## src/rtl/ccff_loader_pkg.sv

```systemverilog
// Shared definitions for the configuration-chain loader: FSM encoding and
// the width helper for the bit counter.
package ccff_loader_pkg;

  typedef enum logic [1:0] {
    ST_IDLE  = 2'd0,
    ST_SHIFT = 2'd1,
    ST_DONE  = 2'd2
  } state_t;

  // Width needed to hold a count from 0 up to and including n.
  function automatic int cnt_width(input int n);
    return $clog2(n + 1);
  endfunction

endpackage

```

## src/rtl/ccff_loader_serializer.sv

```systemverilog
// Word buffer for the chain loader. Holds one bitstream word, presents it
// LSB first on a registered head/shift_en pair, and asks for the next word
// early enough that consecutive words shift with no idle cycle.
//
// Handshake: a word transfers on a prog_clk edge where cfg_valid and
// cfg_ready are both 1. cfg_ready never depends on cfg_valid; the source may
// hold cfg_valid high indefinitely and must keep cfg_data stable until the
// transfer edge.
module ccff_loader_serializer
  import ccff_loader_pkg::*;
#(
  parameter int WORD_W = 8,
  parameter int CNT_W  = 5
) (
  input  logic              clk,
  input  logic              rst_n,
  input  logic              run,       // pass active; low flushes the buffer
  input  logic [CNT_W-1:0]  avail,     // chain bits not yet shifted
  input  logic [WORD_W-1:0] cfg_data,
  input  logic              cfg_valid,
  output logic              cfg_ready,
  output logic              head,
  output logic              shift_en
);

  localparam int BL_W = $clog2(WORD_W + 1);

  // sreg[0] is the bit on head while shift_en is high; bits_left counts
  // that bit plus everything still waiting behind it.
  logic [WORD_W-1:0] sreg;
  logic [WORD_W-1:0] sreg_nxt;
  logic [BL_W-1:0]   bits_left;
  logic [BL_W-1:0]   bl_nxt;
  logic [BL_W-1:0]   stay;
  logic [CNT_W-1:0]  room;
  logic [BL_W-1:0]   n_use;
  logic              accept;

  // Readiness: buffer drains this cycle and the chain still wants bits.
  always_comb begin
    stay      = bits_left - BL_W'(shift_en);
    room      = avail - CNT_W'(shift_en);
    cfg_ready = run && (stay == '0) && (room != '0);
    accept    = cfg_ready && cfg_valid;
    if (int'(room) > WORD_W) n_use = BL_W'(WORD_W);
    else                     n_use = BL_W'(room);
  end

  // Next buffer contents: load a fresh word or step past the bit just shifted.
  always_comb begin
    sreg_nxt = sreg;
    bl_nxt   = bits_left;
    if (accept) begin
      sreg_nxt = cfg_data;
      bl_nxt   = n_use;
    end else if (shift_en) begin
      sreg_nxt = sreg >> 1;
      bl_nxt   = bits_left - BL_W'(1);
    end
  end

  // Registered buffer and chain outputs; head keeps its value during stalls.
  always_ff @(posedge clk or negedge rst_n) begin
    if (!rst_n) begin
      sreg      <= '0;
      bits_left <= '0;
      head      <= 1'b0;
      shift_en  <= 1'b0;
    end else if (!run) begin
      sreg      <= '0;
      bits_left <= '0;
      shift_en  <= 1'b0;
    end else begin
      sreg      <= sreg_nxt;
      bits_left <= bl_nxt;
      shift_en  <= (bl_nxt != '0);
      if (bl_nxt != '0) head <= sreg_nxt[0];
    end
  end

endmodule

```

## src/rtl/ccff_chain_loader.sv

```systemverilog
// Programming-side driver for a tile configuration chain. Runs load or
// load+verify passes of exactly CHAIN_LEN bits, fed from a word stream.
module ccff_chain_loader
  import ccff_loader_pkg::*;
#(
  parameter  int CHAIN_LEN = 17,
  parameter  int WORD_W    = 8,
  localparam int CNT_W     = cnt_width(CHAIN_LEN)
) (
  input  logic              prog_clk,
  input  logic              pReset_n,
  input  logic              start,
  input  logic              verify,
  input  logic              abort,
  input  logic [WORD_W-1:0] cfg_data,
  input  logic              cfg_valid,
  output logic              cfg_ready,
  output logic              ccff_head,
  output logic              ccff_shift_en,
  input  logic              ccff_tail,
  output logic              busy,
  output logic              done,
  output logic              error,
  output logic [CNT_W-1:0]  bit_count,
  output state_t            state_dbg
);

  state_t           state;
  logic             verify_q;
  logic             run;
  logic [CNT_W-1:0] avail;

  // Abort drops run in its own cycle so no word is taken while stopping.
  assign run       = (state == ST_SHIFT) && !abort;
  assign avail     = CNT_W'(CHAIN_LEN) - bit_count;
  assign state_dbg = state;

  ccff_loader_serializer #(
    .WORD_W (WORD_W),
    .CNT_W  (CNT_W)
  ) u_serializer (
    .clk       (prog_clk),
    .rst_n     (pReset_n),
    .run       (run),
    .avail     (avail),
    .cfg_data  (cfg_data),
    .cfg_valid (cfg_valid),
    .cfg_ready (cfg_ready),
    .head      (ccff_head),
    .shift_en  (ccff_shift_en)
  );

  // Pass control: state, bit counter, verify comparator and status flags.
  always_ff @(posedge prog_clk or negedge pReset_n) begin
    if (!pReset_n) begin
      state     <= ST_IDLE;
      verify_q  <= 1'b0;
      busy      <= 1'b0;
      done      <= 1'b0;
      error     <= 1'b0;
      bit_count <= '0;
    end else begin
      done <= 1'b0;
      unique case (state)
        ST_IDLE: begin
          if (start) begin
            state     <= ST_SHIFT;
            verify_q  <= verify;
            busy      <= 1'b1;
            error     <= 1'b0;
            bit_count <= '0;
          end
        end
        ST_SHIFT: begin
          if (ccff_shift_en && (bit_count != CNT_W'(CHAIN_LEN)))
            bit_count <= bit_count + CNT_W'(1);
          // A chain re-fed its own contents returns them in order, so the
          // tail must equal the bit currently on head.
          if (verify_q && ccff_shift_en && (ccff_tail != ccff_head))
            error <= 1'b1;
          if (abort) begin
            state <= ST_IDLE;
            busy  <= 1'b0;
          end else if (ccff_shift_en && (bit_count == CNT_W'(CHAIN_LEN - 1))) begin
            state <= ST_DONE;
            busy  <= 1'b0;
            done  <= 1'b1;
          end
        end
        ST_DONE: state <= ST_IDLE;
        default: state <= ST_IDLE;
      endcase
    end
  end

endmodule
```

## config.mk

```make
export PLATFORM = sky130hd
export DESIGN_NAME = ccff_chain_loader
export DESIGN_NICKNAME = d
export VERILOG_FILES = /design/src/rtl/ccff_loader_pkg.sv /design/src/rtl/ccff_loader_serializer.sv /design/src/rtl/ccff_chain_loader.sv
export SDC_FILE = /design/constraint.sdc
export NUM_CORES = 1
export LEC_CHECK = 0
export ABC_AREA = 1
export CORE_MARGIN = 10
export CORE_UTILIZATION = 25
export DETAILED_ROUTE_END_ITERATION = 7
export SETUP_SLACK_MARGIN = 0.3
export SKIP_LAST_GASP = 1
export SYNTH_ARGS = -nofsm -noshare
export SYNTH_HDL_FRONTEND = slang
export SYNTH_HIERARCHICAL = 1
export SYNTH_SLANG_ARGS = --single-unit
export TNS_END_PERCENT = 5
```

## constraint.sdc

```tcl
create_clock -name prog_clk -period 2.9 [get_ports prog_clk]
set_clock_uncertainty 0.2 [all_clocks]
set_input_delay 0.58 -clock prog_clk [delete_from_list [all_inputs] [get_ports prog_clk]]
set_output_delay 0.58 -clock prog_clk [all_outputs]
set_load 0.005 [all_outputs]
```

Word-level counts from Yosys, hierarchy flattened
Index checks and enable logic that the tools add are counted.
Storage, ports and cells
  output and inout bits: 13
  bits in registers: 25
Cells by class
  multiplexer cells: 25
  $add $sub $neg: 5
  equality and inequality tests: 9
  $lt $le $gt $ge: 1
  reduce and logical (&&, ||, !) cells: 20
Operator list (number)
  8-bit two-way mux: 3
  4-bit two-way mux: 4
  5-bit two-way mux: 2
  5-bit one-hot mux with 2 select lines: 1
  1-bit two-way mux: 9
  3-bit AND reduction: 3
  1-bit logical AND: 8
  2-bit two-way mux: 3
  2-bit AND reduction: 3
  5-bit by 1-bit adder with 5-bit output, second input constant: 1
  5-bit == test, second input constant: 1
  5-bit by 4-bit > comparator with 1-bit output, second input constant: 1
  5-bit != test, second input constant: 1
  5-bit nonzero test: 1
  5-bit by 1-bit subtractor with 5-bit output: 1
  5-bit subtractor, first input constant: 1
  4-bit zero test: 1
  2-bit by 1-bit != test with 1-bit output, second input constant: 2
  1-bit one-hot mux with 2 select lines: 2
  2-bit one-hot mux with 2 select lines: 1
  4-bit nonzero test: 1
  4-bit by 1-bit subtractor with 4-bit output: 1
  4-bit by 1-bit subtractor with 4-bit output, second input constant: 1
  3-bit by 2-bit != test with 1-bit output, second input constant: 1
  other kinds (7): 7

Logic depth before layout (Yosys ltp)
Gate-level depths: netlist (run 1).
  word-level depth: 8
  gate-level depth with buffers: 17

Cells and area by module
The synthesis (run 1) kept the hierarchy.
Modules (own cells, without submodules)
  ccff_loader_serializer: seq. area each 350.3 sq um, cells each 125, instances 1, area an instance 927.1 sq um
  ccff_chain_loader: seq. area each 275.3 sq um, cells each 82, instances 1, area an instance 679.4 sq um

Least setup slack after synthesis (run 1)
Ideal clock, no wire load.
  kind: register to output
  from: register bit_count[0]
  to: output port cfg_ready
  path buffers: 0
  setup slack: 0.622 ns
  data arrival time: 1.498 ns
  cell stages (with the launch flop): 10
  cell sequence: dfrtp_1 > inv_1 > inv_1 > ha_1 > ha_1 > nand2_1 > nor2_2 > nand3_4 > nand2_1 > inv_1
On the way
  word-level cells in the longest chain between the ends: 4
RTL lines
  start: declaration: line ccff_chain_loader.sv:24  | output logic [CNT_W-1:0] bit_count,
  start signal: assignment: line ccff_chain_loader.sv:76  | bit_count <= bit_count + CNT_W'(1);
  5-bit subtractor: line ccff_chain_loader.sv:35  | assign avail = CNT_W'(CHAIN_LEN) - bit_count;
  via avail[0]: line ccff_chain_loader.sv:31  | logic [CNT_W-1:0] avail;
  5-bit by 1-bit subtractor with 5-bit output: line ccff_loader_serializer.sv:42  | room = avail - CNT_W'(shift_en);
  5-bit nonzero test: line ccff_loader_serializer.sv:43  | cfg_ready = run && (stay == '0) && (room != '0);
  1-bit logical AND: line ccff_loader_serializer.sv:43
  end: declaration: line ccff_chain_loader.sv:17  | output logic cfg_ready,
The timed path passes the listed nets, and every way through them passes these cells.

Final worst setup path (run 1)
Ends and elaborated chain as after synthesis.

==> results.yml, run 1 <==
outcome:
  outcome: "complete, no violations"
synth:
  synthMostInstantiatedCell: "sky130_fd_sc_hd__nand2_1"
  synthDominantAreaCellType: "sky130_fd_sc_hd__dfrtp_1"
  synthAdderAreaFrac: 0.06231
  area_of_the_mapped_netlist_um2: 1607
  synth_compound_gate_area_share: 0.1059
  synth-edff-count: 0
  synthesis.nets: 230
  synth.ff_latch_count: 25
  yosys-top-cells-count: "sky130_fd_sc_hd__nand2_1 (51), sky130_fd_sc_hd__inv_1 (32), sky130_fd_sc_hd__dfrtp_1 (25)"
  part_of_the_yosys_area_used_for_sequential_elements: 0.3894
  post_synth.cell_area_avg_um2: 7.761
  asyncSetResetFlopFracSynth: 1.000
  yosys_warn_count: 6
  synth_top_cells_by_area: "sky130_fd_sc_hd__dfrtp_1 (39%), sky130_fd_sc_hd__nand2_1 (12%), sky130_fd_sc_hd__inv_1 (7.5%), sky130_fd_sc_hd__ha_1 (6.2%), sky130_fd_sc_hd__nand3_1 (4.0%)"
  synth_top_family_by_area: "simple AND/OR/NAND/NOR gates"
  yosys.area_share.xor_xnor: 0.03271
  synthMuxAreaShare: 0
  netlist.area_leader.share: 0.3894
  synth-main-ff-cell: "sky130_fd_sc_hd__dfrtp_1"
  syn-instance-count: 207
  yosysUniqueCellTypes: 28
  synth_simple_gate_area_share: 0.3139
worst_setup_path:
  rrSetupSlack_ns: 0.53
  critPathMaxFanout: 2
  worstSetupStartpointType: "flop"
  worstPathRequired_ns: 2.12
  critical_path.cell_chain: "inv_2 > inv_1 > ha_2 > ha_4 > nand2_2 > nor2_4 > nand3_4 > nand2_1 > inv_1 > buf_2"
  critPathKind: "flop to primary output"
  endpoint_kind: "primary output"
  critical_path.max_stage_delay_ns: 0.39
  cp_num_buf_inv: 4
  rr_startpoint: "u_serializer/shift_en"
  cp_data_arrival_time_ns: 1.70
  reg2reg_depth: 13
  r2r-end: "u_serializer/head"
  crit_family: "adder cells"
  crit_path_top_delay_cell: "sky130_fd_sc_hd__dfrtp_1"
  timing.critical_path.mode_cell: "sky130_fd_sc_hd__inv_1"
global_route:
  grt_start_max_net_pins: 26
  grt-ovfl-total: 0
  grt_pass1_vias: 1347
  antenna_found_initial: 0
  grt_first_pass_wirelength_mm: 6.327
  grt_use_total: 0.07536
min_path:
  hp-class: "flop to flop"
  hold_path_end: "busy"
  hold_path_startpoint: "busy"
  holdPathStages: 2
cts:
  cts.sinks: 25
  tritoncts: "built"
  cts.reportedPaths.clkPinSlew_ns: 0.09
  tritoncts.num_buffers: 3
  clock_insertion_delay_worst_skew_ns: 0.27
  htree_num_levels: 1
  root_buffer: "sky130_fd_sc_hd__clkbuf_8"
  clock_path_buffers: 2
power_and_ir_drop:
  power.switching_fraction: 0.3656
  power_switching_w: 0.0003933
  power.sequential.fraction: 0.378
  powerDensity_nw_per_um2: 500.2
  internal_power_w: 0.0006825
  pwr-share-comb: 0.421
  vdd.ir_drop.worst_mv: 0.2148
  power.static_leakage_nw: 0.9977
  power.share.clock: 0.201
route:
  postRouteWirelength_mm: 3.836
  drtPass1Iterations: 4
  detail_route.drc_violations: 0
  via_count: 1451
  drt-wirelength-per-cell_um: 11.84
  drt_iter0_markers: 58
  detail_route.vias_per_cell: 4.478
  drt.antenna.violating_nets: 0
floorplanning:
  design.die.area_um2: 10030
  die_height_um: 100.2
  start_util: 0.2545
  placeable_core_region_um2: 6314
  fp.dieW_um: 100.2
  floorplan.io_pins: 28
  placement_rows: 29
placement:
  gpl.final_weighted_congestion: 0.7589
  buffer_ports.inserted: 27
  detailedPlacementHpwl_mm: 2.913
layout:
  antenna-diode-count: 0
  footprint_of_the_multi_input_gates_um2: 879.6
  nets: 271
  syn_to_final_growth_pct: 33.88
  area_taken_by_flip_flops_and_latches_um2: 626.9
  drive_gt1_frac: 0.1822
  fillers: 682
sta:
  tightestPinTransition_ns: 0.3615
  slew_viol_final: 0
  unrepaired_setup_endpoints_after_global_routing: "false"
  slew_headroom: 0.7588
  final.setup.tns_ns: 0
  hold_violations: 0
  setup_viol_count_final: 0
  finalHoldWorstSlack_ns: 0.2784
  post-route-period-util: 0.8539
  fmaxAchievable_mhz: 403.8
  finalCriticalPeriod_ns: 2.476
job:
  timing.max_cap.violations: 0
[power by group through the flow]
| stage | logic (W) | registers (W) | clock network (W) |
|---|---|---|---|
| after floorplan | 0.000250 | 0.000425 | 0 |
| after global placement | 0.000420 | 0.000412 | 0 |
| after detailed placement | 0.000422 | 0.000413 | 0 |
| after CTS | 0.000431 | 0.000407 | 0.000222 |
| after global routing | 0.000512 | 0.000411 | 0.000234 |
| final | 0.000453 | 0.000406 | 0.000216 |
[sequential cells by signal, summed over array words and instances, names as in the netlist]
| name | count |
|---|---|
| u_serializer/sreg | 8 |
| done | 1 |
| bit_count | 5 |
| verify_q | 1 |
| u_serializer/shift_en | 1 |
| u_serializer/head | 1 |
| busy | 1 |
| state_dbg | 2 |
| u_serializer/bits_left | 4 |
| error | 1 |
[worst reg2reg max path, cell delays in order, from the launching register on]
cell	delay, ns
sky130_fd_sc_hd__dfrtp_1	0.40
sky130_fd_sc_hd__buf_4	0.18
sky130_fd_sc_hd__ha_1	0.33
sky130_fd_sc_hd__nand4_1	0.15
sky130_fd_sc_hd__nor2_4	0.12
sky130_fd_sc_hd__buf_4	0.14
sky130_fd_sc_hd__nand3_4	0.19
sky130_fd_sc_hd__nand2_1	0.14
sky130_fd_sc_hd__nand2_1	0.06
sky130_fd_sc_hd__nor2_1	0.13
sky130_fd_sc_hd__nand2_1	0.09
sky130_fd_sc_hd__nand2_1	0.08
sky130_fd_sc_hd__nand2_1	0.05
sky130_fd_sc_hd__nand2_1	0.06
[cells in the final DEF, fill, tap and decap left out, types with 3 or more instances in the layout]
master                            instances
sky130_fd_sc_hd__nand4_1                  7
sky130_fd_sc_hd__dfrtp_1                 24
sky130_fd_sc_hd__o21ai_1                  6
sky130_fd_sc_hd__o21ai_0                 10
sky130_fd_sc_hd__nor2_1                  11
sky130_fd_sc_hd__o22ai_1                  6
sky130_fd_sc_hd__inv_2                    4
sky130_fd_sc_hd__clkbuf_8                 3
sky130_fd_sc_hd__ha_1                     5
sky130_fd_sc_hd__xor2_1                   4
sky130_fd_sc_hd__nand2_2                  5
sky130_fd_sc_hd__buf_4                   12
sky130_fd_sc_hd__inv_1                   29
sky130_fd_sc_hd__clkdlybuf4s50_1         26
sky130_fd_sc_hd__nand2_4                  3
sky130_fd_sc_hd__nand2_1                 49
sky130_fd_sc_hd__a21oi_1                  6
sky130_fd_sc_hd__nand3_1                 13
sky130_fd_sc_hd__nor2_2                   4
[how the worst max path moves through the flow]
stage	depth (start not counted)	slack [ns]	start	end
floorplan	9	0.62	bit_count[0]	cfg_ready
finish	10	0.42	bit_count[0]	cfg_ready
CTS	11	0.31	bit_count[0]	cfg_ready
detailed placement	7	0.06	abort	cfg_ready
global placement	7	0.06	abort	cfg_ready
global route	17	0.31	bit_count[2]	u_serializer/head
[repair_timing]
action                                  4_1_cts  5_1_grt
endpoints found under the setup margin        1        3
resized for setup                            11        9
pin swaps                                     3        4
buffers inserted                              2        3
gates cloned                                  0        0
hold buffers                                  0        0
[per-stage QoR]
step,area [µm²],setup WS [ns],util,cells,total power [W]
2_1_floorplan,1607,0.6216,-,207,0.0006752
3_3_place_gp,2003,0.06237,0.3173,315,0.0008316
3_5_place_dp,2003,0.06329,0.3173,315,0.0008352
4_1_cts,2097,0.3062,0.3321,321,0.001060
5_1_grt,2151,0.3095,0.3407,324,0.001157
6_report,2151,0.4236,0.3407,324,0.001076
[kinds of logic after synthesis]
group	Yosys count
buffers and inverters	37
AOI/OAI and AO/OA	31
and+or+nand+nor	100
DFF	25
adders and majority gates	8
xor gates and xnor gates	6
[layout make-up]
type / instances / share of cell area
Clock buffer: 3 / 0.01920
Clock inverter: 1 / 0.003490
Inverter: 33 / 0.05759
Multi-Input combinational cell: 145 / 0.4090
Sequential cell: 25 / 0.2914
Tap cell: 77 / 0.04479
Timing Repair Buffer: 40 / 0.1745
[per-layer routing]
| layer | up-vias | wire length, µm | GRT usage |
|---|---|---|---|
| li1 | 748 | - | - |
| met1 | 666 | 1770 | 0.09530 |
| met2 | 33 | 1850 | 0.1202 |
| met3 | 4 | 174 | 0.02060 |
| met4 | 0 | 42 | 0.02609 |
| met5 | - | 0 | 0 |
Note: power is estimated with default switching activity, not from simulation.
==> run 2, diff against run 1 <==
CAP_MARGIN = 5   (was unset)
CTS_CLUSTER_SIZE = 16   (was unset)
==> results of run 2 <==
No change in the layout: final DEF, timing and power equal those of run 1.
==> run 3, diff against run 2 <==
CORE_MARGIN = unset   (was 10)
CORE_UTILIZATION = 52   (was 25)
PLACE_DENSITY = 0.79   (was unset)
==> run 3 against run 2 <==
Against the previous run: highest routed layer unchanged; worst hold slack gained 0.014 ns; clock power is 29% lower; die area is 67% lower; first-iteration DRC count grew 60%; the flow now finishes with violations (design-rule violations); sequential power is 1% higher.
==> results.yml, run 3 (synthesis results as in run 1) <==
cts:
  clock_insertion_delay_worst_skew_ns: 0.32
  root_buffer: "sky130_fd_sc_hd__clkbuf_4"
  cts.reportedPaths.clkPinSlew_ns: 0.13
  cts.sinks: 25
  clock_path_buffers: 2
  tritoncts.num_buffers: 3
  tritoncts: "built"
  htree_num_levels: 1
outcome:
  outcome: "complete, but fails checks"
  violations: "design-rule violations"
worst_setup_path:
  critPathKind: "flop to primary output"
  worstSetupStartpointType: "flop"
  critPathMaxFanout: 2
  reg2reg_depth: 20
  rr_startpoint: "bit_count[0]"
  r2r-end: "busy"
  worstPathRequired_ns: 2.12
  cp_data_arrival_time_ns: 1.80
  rrSetupSlack_ns: 0.34
  endpoint_kind: "primary output"
layout:
  mostFrequentLayoutCell: "sky130_fd_sc_hd__nand2_1"
  top_regs: "u_serializer/sreg: 8 flops, bit_count: 5 flops, u_serializer/bits_left: 4 flops"
  registers.top_by_ff_count: "u_serializer/sreg"
  antenna-diode-count: 0
  layout_common_cells: "sky130_fd_sc_hd__nand2_1 (47), sky130_fd_sc_hd__inv_1 (28), sky130_fd_sc_hd__clkdlybuf4s50_1 (26), sky130_fd_sc_hd__buf_4 (26), sky130_fd_sc_hd__dfrtp_1 (24)"
  final_design_area_no_fill_um2: 2251
  drive_gt1_frac: 0.2491
  syn_to_final_growth_pct: 40.11
  nets: 289
  largest_register_ffs: 8
  fillers: 198
power_and_ir_drop:
  internal_power_w: 0.0007514
  vdd.ir_drop.worst_mv: 0.3842
  powerDensity_nw_per_um2: 526.4
  power_switching_w: 0.0004335
  power.share.clock: 0.129
  pwr-share-comb: 0.523
  power.static_leakage_nw: 1.079
  power.switching_fraction: 0.3659
  power.sequential.fraction: 0.347
floorplanning:
  design.die.area_um2: 3316
  placement_rows: 19
  start_util: 0.5632
  fp.dieW_um: 57.59
  die_height_um: 57.59
  floorplan.io_pins: 28
  placeable_core_region_um2: 2853
route:
  highest_layer: "met4"
  postRouteWirelength_mm: 4.089
  detail_route.vias_per_cell: 5.331
  via_count: 1578
  drt.antenna.violating_nets: 0
  met3_length_um: 154
  detail_route.drc_violations: 2
  drt-wirelength-per-cell_um: 13.81
  wl_met2_mm: 2.049
  drt_iter0_markers: 93
  sum_of_routed_wire_segments_on_met1_mm: 1.726
  drtPass1Iterations: 6
sta:
  fmaxAchievable_mhz: 386.9
  finalCriticalPeriod_ns: 2.585
  tightestPinTransition_ns: 0.3439
  final.setup.tns_ns: 0
  post-route-period-util: 0.8913
  hold_violations: 0
  unrepaired_setup_endpoints_after_global_routing: "true"
  slew_viol_final: 0
  slew_headroom: 0.7705
  setup_viol_count_final: 0
min_path:
  holdPathStages: 2
  hold_path_startpoint: "busy"
  hp-class: "flop to flop"
  hold_path_end: "busy"
global_route:
  grt_use_total: 0.2457
  grt_first_pass_wirelength_mm: 6.154
  grt-ovfl-total: 0
  antenna_found_initial: 0
  grt_start_max_net_pins: 26
  grt_pass1_vias: 1428
job:
  timing.max_cap.violations: 0
placement:
  gpl.final_weighted_congestion: 0.7976
  buffer_ports.inserted: 27
  dpl-instance-area_um2: 1938
  detailedPlacementHpwl_mm: 2.359
[run 3: power by group through the flow]
| stage | registers [W] | logic [W] | clock network (W) |
|---|---|---|---|
| 2_1_floorplan | 0.000425 | 0.000250 | 0 |
| 3_3_place_gp | 0.000412 | 0.000408 | 0 |
| 3_5_place_dp | 0.000413 | 0.000415 | 0 |
| 4_1_cts | 0.000406 | 0.000507 | 0.000157 |
| 5_1_grt | 0.000415 | 0.000669 | 0.000172 |
| 6_report | 0.000411 | 0.000620 | 0.000153 |
[run 3: how the worst max path moves through the flow]
stage                             end  cells past startpoint             startpoint
finish                      cfg_ready                     10           bit_count[0]
global route        u_serializer/head                     13  u_serializer/shift_en
CTS                         cfg_ready                     11           bit_count[0]
detailed placement          cfg_ready                      7                  abort
global placement            cfg_ready                      7                  abort
floorplan                   cfg_ready                      9           bit_count[0]
[run 3: per-layer routing]
| metal | vias up | global-route usage |
|---|---|---|
| li1 | 789 | - |
| met1 | 723 | 0.3108 |
| met2 | 52 | 0.3953 |
| met3 | 14 | 0.02494 |
| met4 | 0 | 0.1707 |
| met5 | - | 0 |
[run 3: worst max-delay path: stages (launching register included)]
cell and delay, ns:
sky130_fd_sc_hd__dfrtp_1 0.43, sky130_fd_sc_hd__inv_2 0.09, sky130_fd_sc_hd__inv_2 0.05, sky130_fd_sc_hd__ha_4 0.17
sky130_fd_sc_hd__ha_4 0.26, sky130_fd_sc_hd__nand2_2 0.06, sky130_fd_sc_hd__nor2_4 0.13, sky130_fd_sc_hd__nand3_4 0.08
sky130_fd_sc_hd__nand2_2 0.06, sky130_fd_sc_hd__inv_1 0.03, sky130_fd_sc_hd__buf_2 0.11
[run 3: final cells by class]
class	instances	area (µm²)	area share
clock buffer	4	26.28	0.01167
multi-input combinational	145	918.4	0.4080
timing repair buffer	58	516.7	0.2296
tap	31	38.79	0.01723
sequential	25	626.9	0.2785
inverter	33	123.9	0.05503
[run 3: per-stage QoR]
step / instances / hold WS [ns] / util / setup WS (ns) / total power, W
5_1_grt: 296 / 0.3221 / 0.7890 / 0.2354 / 0.001256
4_1_cts: 288 / 0.2968 / 0.7408 / 0.3205 / 0.001070
3_5_place_dp: 268 / 0.2676 / 0.6794 / 0.05498 / 0.0008276
6_report: 296 / 0.2922 / 0.7890 / 0.3152 / 0.001185
2_1_floorplan: 207 / 0.08441 / - / 0.6216 / 0.0006752
3_3_place_gp: 268 / 0.2569 / 0.6794 / 0.06011 / 0.0008192
[run 3: what timing repair did]
action                                  in CTS  in global routing
setup buffers                               16                  8
resized for setup                           12                 19
pin swaps                                    6                  7
endpoints found under the setup margin       1                  6
hold buffers                                 0                  0
